<file path="config.mk">
export PLATFORM = sky130hd
export DESIGN_NAME = acf_axil_slave_regs
export DESIGN_NICKNAME = d
export VERILOG_FILES = /design/src/rtl/acf_axil_slave_regs.sv
export SDC_FILE = /design/constraint.sdc
export NUM_CORES = 1
export LEC_CHECK = 0
export ABC_AREA = 1
export CAP_MARGIN = 15
export CORE_ASPECT_RATIO = 1.75
export CORE_MARGIN = 2
export CORE_UTILIZATION = 45
export CTS_CLUSTER_SIZE = 16
export DETAILED_ROUTE_END_ITERATION = 6
export PLACE_DENSITY = 0.75
export SYNTH_ARGS = -nofsm -noshare
export SYNTH_HDL_FRONTEND = slang
export SYNTH_SLANG_ARGS = --single-unit
</file>
<file path="constraint.sdc">
create_clock -name s_axi_aclk -period 2.9 [get_ports s_axi_aclk]
set_input_delay 0.58 -clock s_axi_aclk [delete_from_list [all_inputs] [get_ports s_axi_aclk]]
set_output_delay 0.58 -clock s_axi_aclk [all_outputs]
set_load 0.01 [all_outputs]
</file>
<file path="src/rtl/acf_axil_slave_regs.sv">
// AXI4-Lite slave register bank for the ACF core.
// Write address and write data are captured independently into holding
// registers; a write commits once both are held and no response is pending.
// Reads are single-beat with registered data. The top register index is a
// read-only mirror of the core status word; every lower index is read/write.
module acf_axil_slave_regs #(
    parameter int C_S_AXI_DATA_WIDTH = 32,
    parameter int C_S_AXI_ADDR_WIDTH = 32,
    parameter int NUM_REGS           = 8
) (
    input  logic                                   s_axi_aclk,
    input  logic                                   s_axi_aresetn,
    input  logic [C_S_AXI_ADDR_WIDTH-1:0]          s_axi_awaddr,
    input  logic [2:0]                             s_axi_awprot,
    input  logic                                   s_axi_awvalid,
    output logic                                   s_axi_awready,
    input  logic [C_S_AXI_DATA_WIDTH-1:0]          s_axi_wdata,
    input  logic [C_S_AXI_DATA_WIDTH/8-1:0]        s_axi_wstrb,
    input  logic                                   s_axi_wvalid,
    output logic                                   s_axi_wready,
    output logic [1:0]                             s_axi_bresp,
    output logic                                   s_axi_bvalid,
    input  logic                                   s_axi_bready,
    input  logic [C_S_AXI_ADDR_WIDTH-1:0]          s_axi_araddr,
    input  logic [2:0]                             s_axi_arprot,
    input  logic                                   s_axi_arvalid,
    output logic                                   s_axi_arready,
    output logic [C_S_AXI_DATA_WIDTH-1:0]          s_axi_rdata,
    output logic [1:0]                             s_axi_rresp,
    output logic                                   s_axi_rvalid,
    input  logic                                   s_axi_rready,
    output logic [C_S_AXI_DATA_WIDTH*(NUM_REGS-1)-1:0] regs_out,
    output logic [NUM_REGS-2:0]                    wr_pulse,
    input  logic [C_S_AXI_DATA_WIDTH-1:0]          status_in
);

    localparam int DW    = C_S_AXI_DATA_WIDTH;
    localparam int SW    = C_S_AXI_DATA_WIDTH / 8;
    localparam int NRW   = NUM_REGS - 1;
    localparam int IDX_W = $clog2(NUM_REGS);
    localparam logic [IDX_W-1:0] STATUS_IDX = IDX_W'(NUM_REGS - 1);
    localparam logic [1:0] RESP_OKAY   = 2'b00;
    localparam logic [1:0] RESP_SLVERR = 2'b10;

    // Byte-lane merge: lanes with their strobe set take the new data.
    function automatic logic [DW-1:0] merge_bytes(input logic [DW-1:0] old_word,
                                                  input logic [DW-1:0] new_word,
                                                  input logic [SW-1:0] strb);
        logic [DW-1:0] res;
        res = old_word;
        for (int b = 0; b < SW; b++) begin
            res[8*b +: 8] = strb[b] ? new_word[8*b +: 8] : old_word[8*b +: 8];
        end
        return res;
    endfunction

    logic                  aw_full_r;
    logic [IDX_W-1:0]      aw_idx_r;
    logic                  w_full_r;
    logic [DW-1:0]         w_data_r;
    logic [SW-1:0]         w_strb_r;
    logic                  bvalid_r;
    logic [1:0]            bresp_r;
    logic                  rvalid_r;
    logic [DW-1:0]         rdata_r;
    logic [1:0]            rresp_r;
    logic [DW*NRW-1:0]     regs_r;
    logic [NRW-1:0]        wr_pulse_r;

    logic                  aw_hs_s;
    logic                  w_hs_s;
    logic                  commit_s;
    logic                  b_done_s;
    logic                  ar_hs_s;
    logic                  r_done_s;
    logic [IDX_W-1:0]      ar_idx_s;
    logic [DW-1:0]         rd_reg_s;
    logic [DW-1:0]         rd_data_s;
    logic [DW*NRW-1:0]     regs_next_s;
    logic [NRW-1:0]        pulse_next_s;
    logic [1:0]            bresp_next_s;
    logic                  unused_s;

    // Protection bits and address bits outside the index field carry no meaning here.
    assign unused_s = ^{s_axi_awprot, s_axi_arprot, s_axi_awaddr, s_axi_araddr};

    assign aw_hs_s  = s_axi_awvalid & ~aw_full_r;
    assign w_hs_s   = s_axi_wvalid & ~w_full_r;
    assign commit_s = aw_full_r & w_full_r & ~bvalid_r;
    assign b_done_s = bvalid_r & s_axi_bready;
    assign ar_hs_s  = s_axi_arvalid & ~rvalid_r;
    assign r_done_s = rvalid_r & s_axi_rready;
    assign ar_idx_s = s_axi_araddr[2 +: IDX_W];

    assign s_axi_awready = ~aw_full_r;
    assign s_axi_wready  = ~w_full_r;
    assign s_axi_arready = ~rvalid_r;
    assign s_axi_bvalid  = bvalid_r;
    assign s_axi_bresp   = bresp_r;
    assign s_axi_rvalid  = rvalid_r;
    assign s_axi_rdata   = rdata_r;
    assign s_axi_rresp   = rresp_r;
    assign regs_out      = regs_r;
    assign wr_pulse      = wr_pulse_r;

    // Next register contents and write pulses for a commit to the held index.
    always_comb begin
        regs_next_s  = regs_r;
        pulse_next_s = '0;
        for (int k = 0; k < NRW; k++) begin
            if (commit_s && (aw_idx_r == IDX_W'(k))) begin
                regs_next_s[DW*k +: DW] = merge_bytes(regs_r[DW*k +: DW], w_data_r, w_strb_r);
                pulse_next_s[k]         = |w_strb_r;
            end else begin
                regs_next_s[DW*k +: DW] = regs_r[DW*k +: DW];
                pulse_next_s[k]         = 1'b0;
            end
        end
        bresp_next_s = (aw_idx_r == STATUS_IDX) ? RESP_SLVERR : RESP_OKAY;
    end

    // Read mux: status word at the top index, RW registers below it.
    always_comb begin
        rd_reg_s = '0;
        for (int k = 0; k < NRW; k++) begin
            rd_reg_s = (ar_idx_s == IDX_W'(k)) ? regs_r[DW*k +: DW] : rd_reg_s;
        end
        rd_data_s = (ar_idx_s == STATUS_IDX) ? status_in : rd_reg_s;
    end

    // Write-address holding register: filled on AW handshake, emptied on commit.
    always_ff @(posedge s_axi_aclk or negedge s_axi_aresetn) begin
        if (!s_axi_aresetn) begin
            aw_full_r <= 1'b0;
            aw_idx_r  <= '0;
        end else if (commit_s) begin
            aw_full_r <= 1'b0;
        end else if (aw_hs_s) begin
            aw_full_r <= 1'b1;
            aw_idx_r  <= s_axi_awaddr[2 +: IDX_W];
        end else begin
            aw_full_r <= aw_full_r;
        end
    end

    // Write-data holding register: filled on W handshake, emptied on commit.
    always_ff @(posedge s_axi_aclk or negedge s_axi_aresetn) begin
        if (!s_axi_aresetn) begin
            w_full_r <= 1'b0;
            w_data_r <= '0;
            w_strb_r <= '0;
        end else if (commit_s) begin
            w_full_r <= 1'b0;
        end else if (w_hs_s) begin
            w_full_r <= 1'b1;
            w_data_r <= s_axi_wdata;
            w_strb_r <= s_axi_wstrb;
        end else begin
            w_full_r <= w_full_r;
        end
    end

    // Register bank and per-register write pulses.
    always_ff @(posedge s_axi_aclk or negedge s_axi_aresetn) begin
        if (!s_axi_aresetn) begin
            regs_r     <= '0;
            wr_pulse_r <= '0;
        end else begin
            regs_r     <= regs_next_s;
            wr_pulse_r <= pulse_next_s;
        end
    end

    // Write response: raised by a commit, held with stable bresp until accepted.
    always_ff @(posedge s_axi_aclk or negedge s_axi_aresetn) begin
        if (!s_axi_aresetn) begin
            bvalid_r <= 1'b0;
            bresp_r  <= RESP_OKAY;
        end else if (commit_s) begin
            bvalid_r <= 1'b1;
            bresp_r  <= bresp_next_s;
        end else if (b_done_s) begin
            bvalid_r <= 1'b0;
        end else begin
            bvalid_r <= bvalid_r;
        end
    end

    // Read response: data captured on AR handshake, held until accepted.
    always_ff @(posedge s_axi_aclk or negedge s_axi_aresetn) begin
        if (!s_axi_aresetn) begin
            rvalid_r <= 1'b0;
            rdata_r  <= '0;
            rresp_r  <= RESP_OKAY;
        end else if (ar_hs_s) begin
            rvalid_r <= 1'b1;
            rdata_r  <= rd_data_s;
            rresp_r  <= RESP_OKAY;
        end else if (r_done_s) begin
            rvalid_r <= 1'b0;
        end else begin
            rvalid_r <= rvalid_r;
        end
    end

endmodule
</file>
==> summary.txt <==
Cells and area
  • Fraction of final layout cells sized beyond drive strength 1: 0.0608
  • Layout overhead on the synthesized area: 38.5%
  • Net count, final: around 2000
  • Commonest non-fill, non-tap cell in the layout: sky130_fd_sc_hd__nand2_1
  • Final Non-Filler Cells: 2299
  • Top library cells by usage in the layout, fill and taps aside: sky130_fd_sc_hd__nand2_1, sky130_fd_sc_hd__clkdlybuf4s50_1, sky130_fd_sc_hd__dfrtp_1, sky130_fd_sc_hd__nor2_1, sky130_fd_sc_hd__o21a_1

Run
  • Max Cap Viol: 0

Global routing
  • Global-route wire length before repair: 71800 um
  • Pin count of the biggest net entering global routing: 83
  • Number of antenna violations at the first check in global routing: 3
  • Aggregate global-route resource usage: 0.296
  • Total gr overflow: 0
  • Vias in the first global route: approximately 13000

Drt
  • Number of antenna-violating nets in the routed design: 0
  • Count of TritonRoute iterations in the first routing pass: 7
  • Starting DRT DRC Count: 705
  • Average wire per standard cell: 20.4 um
  • Vias post-DR: 12659
  • Routed Wire Length: 46800 um
  • Number of remaining DRC errors: 0
  • Vias per inst: around 5.5

Critical path
  • Destination of the critical timing path: s_axi_rdata[31]$_DFFE_PN0P_
  • Setup slack on the worst flop-to-flop path: 0.66 ns
  • Critical R2R Capture: regs_out[140]$_DFFE_PN0P_
  • Length in cells of the worst reg-to-reg path: 5
  • Worst setup path startpoint: s_axi_araddr[4]
  • WP data required: 3.38 ns
  • Slowest Stage Delay on Critical Path: 0.52 ns
  • Highest net fanout along the worst path: 39
  • Worst Setup End Kind: flop
  • Worst R2R Start: s_axi_bvalid$_DFFE_PN0P_
  • Crit path cell chain: clkdlybuf4s50_1 > clkinv_2 > buf_4 > nor3_4 > buf_4 > a21oi_1 > nand4_1 > nand2_1 > nand2_1
  • Crit Path Category: in2reg
  • Library cell contributing the largest single delay on the critical path: sky130_fd_sc_hd__clkdlybuf4s50_1
  • Signal arrival time at the worst endpoint: between 2 and 3 ns
  • CP Launch Type: primary input

Power and ir drop
  • VDD IR max: approximately 570 uV
  • Pwr Density: between 1000 and 1500 nW/um2
  • Leakage power total: 0.00829 uW
  • Total chip power: approximately 21000 uW

Clocking
  • Clk root buf: sky130_fd_sc_hd__clkbuf_16
  • Post-CTS setup-driven buffer insertion count: 0
  • CTS H-tree lvls: 1
  • Clock Pin Slew Worst Setup and Hold Paths: 0.07 ns
  • CTS hold repair buffers: 0
  • Total number of clock tree sinks: 307
  • Count of cells resized by post-cts repair: 0
  • Clock buffer count from CTS: 28
  • Number of buffers on the longest clock path: 3
  • Later-pin clock latency in the skew report: between 0.5 and 0.6 ns
  • Clock tree from TritonCTS: done

Synthesis
  • Post-synthesis share of cell area spent on xor and xnor gates: 0
  • YS warnings: 0
  • Share of synthesized area occupied by flip-flops and latches: 0.567
  • Post-synthesis adder-cell area fraction: 0
  • Share of Yosys cell area claimed by the top area cell type: 0.567
  • Mapped Area: about 14000 um2
  • Count of cell types in the netlist: 21
  • Synthesized instance count: about 1500
  • Flop and latch count out of synthesis: 307
  • Synth area leader: sky130_fd_sc_hd__dfrtp_1
  • Fraction of the mapped netlist area in simple logic gates: 0.223
  • Mapped Avg Cell Area: 8.76 um2
  • Cell types occupying the most area after synthesis: sky130_fd_sc_hd__dfrtp_1, sky130_fd_sc_hd__nand2_1, sky130_fd_sc_hd__o21a_1
  • Combinational family with the most area after synthesis: simple AND/OR/NAND/NOR gates
  • Mux share of post-synthesis cell area: 0
  • Complex-gate fraction of the synthesized area: 0.147

Timing
  • Slew Limit Headroom: 0.540
  • Final period util: 0.789
  • Worst Setup Slack, final: 0.613 ns
  • Number of endpoints with negative hold slack in the final report: 0
  • Setup TNS after final layout: 0 ns
  • Post-Route Skew: around 0.017 ns
  • FMAX: between 400 and 500 MHz
  • Final Critical Period: 2.29 ns
  • Unrepaired setup endpoints after global routing: no
  • Worst-Margin Slew: between 0.6 and 0.7 ns
  • Slew Viols, Final: 0
  • Final setup vio count: 0

Place
  • Gpl congestion: slightly below 0.9
  • Worst slack at placement: 0.107 ns
  • Total instance count after detailed placement: roughly 2200
  • Port Buf Inserts: 349
  • Detailed Place HPWL: 33000 um

Floorplanning
  • Die Height: 233 um
  • Placeable Area: approximately 30000 um2
  • Starting utilization of the core area: 0.454
  • FP Rows: between 80 and 90
  • Number of top-level design ports: about 420
  • Die area: between 30000 and 40000 um2
  • Horizontal extent of the die: 135 um

Min path
  • HP Class: in2async

Outcome
  • Run status: completed
-- critical path: cells and delay by family --
kind                   cells  cell delay (ns)
AO/OA/AOI/OAI              1             0.11
buffers and inverters      4             1.57
AND/OR/NAND/NOR            4             0.48
-- per-stage QoR --
stage	utilization	hold slack (ns)	cell area (um2)
after floorplan	-	0.284	13500
final	0.628	0.0164	18800
after global placement	0.590	0.459	17600
after CTS	0.628	0.0446	18700
after global routing	0.628	0.0726	18800
after detailed placement	0.590	0.464	17600
-- cell usage after synthesis, drive strengths merged --
| library cell | number |
|---|---|
| nand2 | 397 |
| dfrtp | 307 |
| nor2 | 131 |
| o21a | 128 |
| inv | 111 |
| a21oi | 103 |
| nand4 | 101 |
| o21ai | 100 |
| nand3 | 65 |
| clkbuf | 55 |
| buf | 36 |
| nor3 | 7 |
| nor4 | 2 |
| clkinv | 1 |
| conb | 1 |
| o31ai | 1 |
-- final cells by class --
class	count	area, um2
Inverter	112	422
Clock inverter	18	350
Clock buffer	34	774
Antenna cell	3	7.51
Sequential cell	307	7680
Multi-Input combinational cell	1038	5050
Tap cell	387	484
Timing Repair Buffer	400	3980
Fill cell	2558	11100
-- flip-flops by register name, summed over array words and instances (netlist names) --
signal,flops
wr_pulse,7
s_axi_rvalid,1
s_axi_bvalid,1
w_full_r,1
w_strb_r,4
aw_idx_r,3
w_data_r,32
s_axi_rdata,32
regs_out,224
aw_full_r,1
s_axi_bresp,1
-- metal layers --
layer / wire length (um) / global-route usage
met3: 3100 / 0.0460
met4: 2660 / 0.167
met2: 24000 / 0.518
met5: 0 / 0
met1: 17100 / 0.344
-- worst min path at each step --
stage                                          start  slack (ns)                    endpoint  depth (start not counted)
after floorplan                        s_axi_aresetn        0.28       aw_full_r$_DFFE_PN0P_                          0
after global placement      w_data_r[19]$_DFFE_PN0P_        0.46   regs_out[115]$_DFFE_PN0P_                          2
after detailed placement  s_axi_rdata[7]$_DFFE_PN0P_        0.46  s_axi_rdata[7]$_DFFE_PN0P_                          2
after CTS                              s_axi_aresetn        0.04   regs_out[209]$_DFFE_PN0P_                          1
after global routing                   s_axi_aresetn        0.07   regs_out[209]$_DFFE_PN0P_                          1
final                                  s_axi_aresetn        0.02   regs_out[209]$_DFFE_PN0P_                          1
-- logic make-up after synthesis --
group	after synthesis
simple gates	703
flops	307
buf+inv	203
other cells	1
compound gates	332
-- where the power goes --
part           total [uW]  leakage, uW  switching, uW  internal, uW
combinational        8220      0.00397           3960          4260
clock                4490     0.000551           1690          2790
sequential           7870      0.00377           1630          6240
total               20600      0.00829           7290         13300
(Power assumes the default switching activity.)
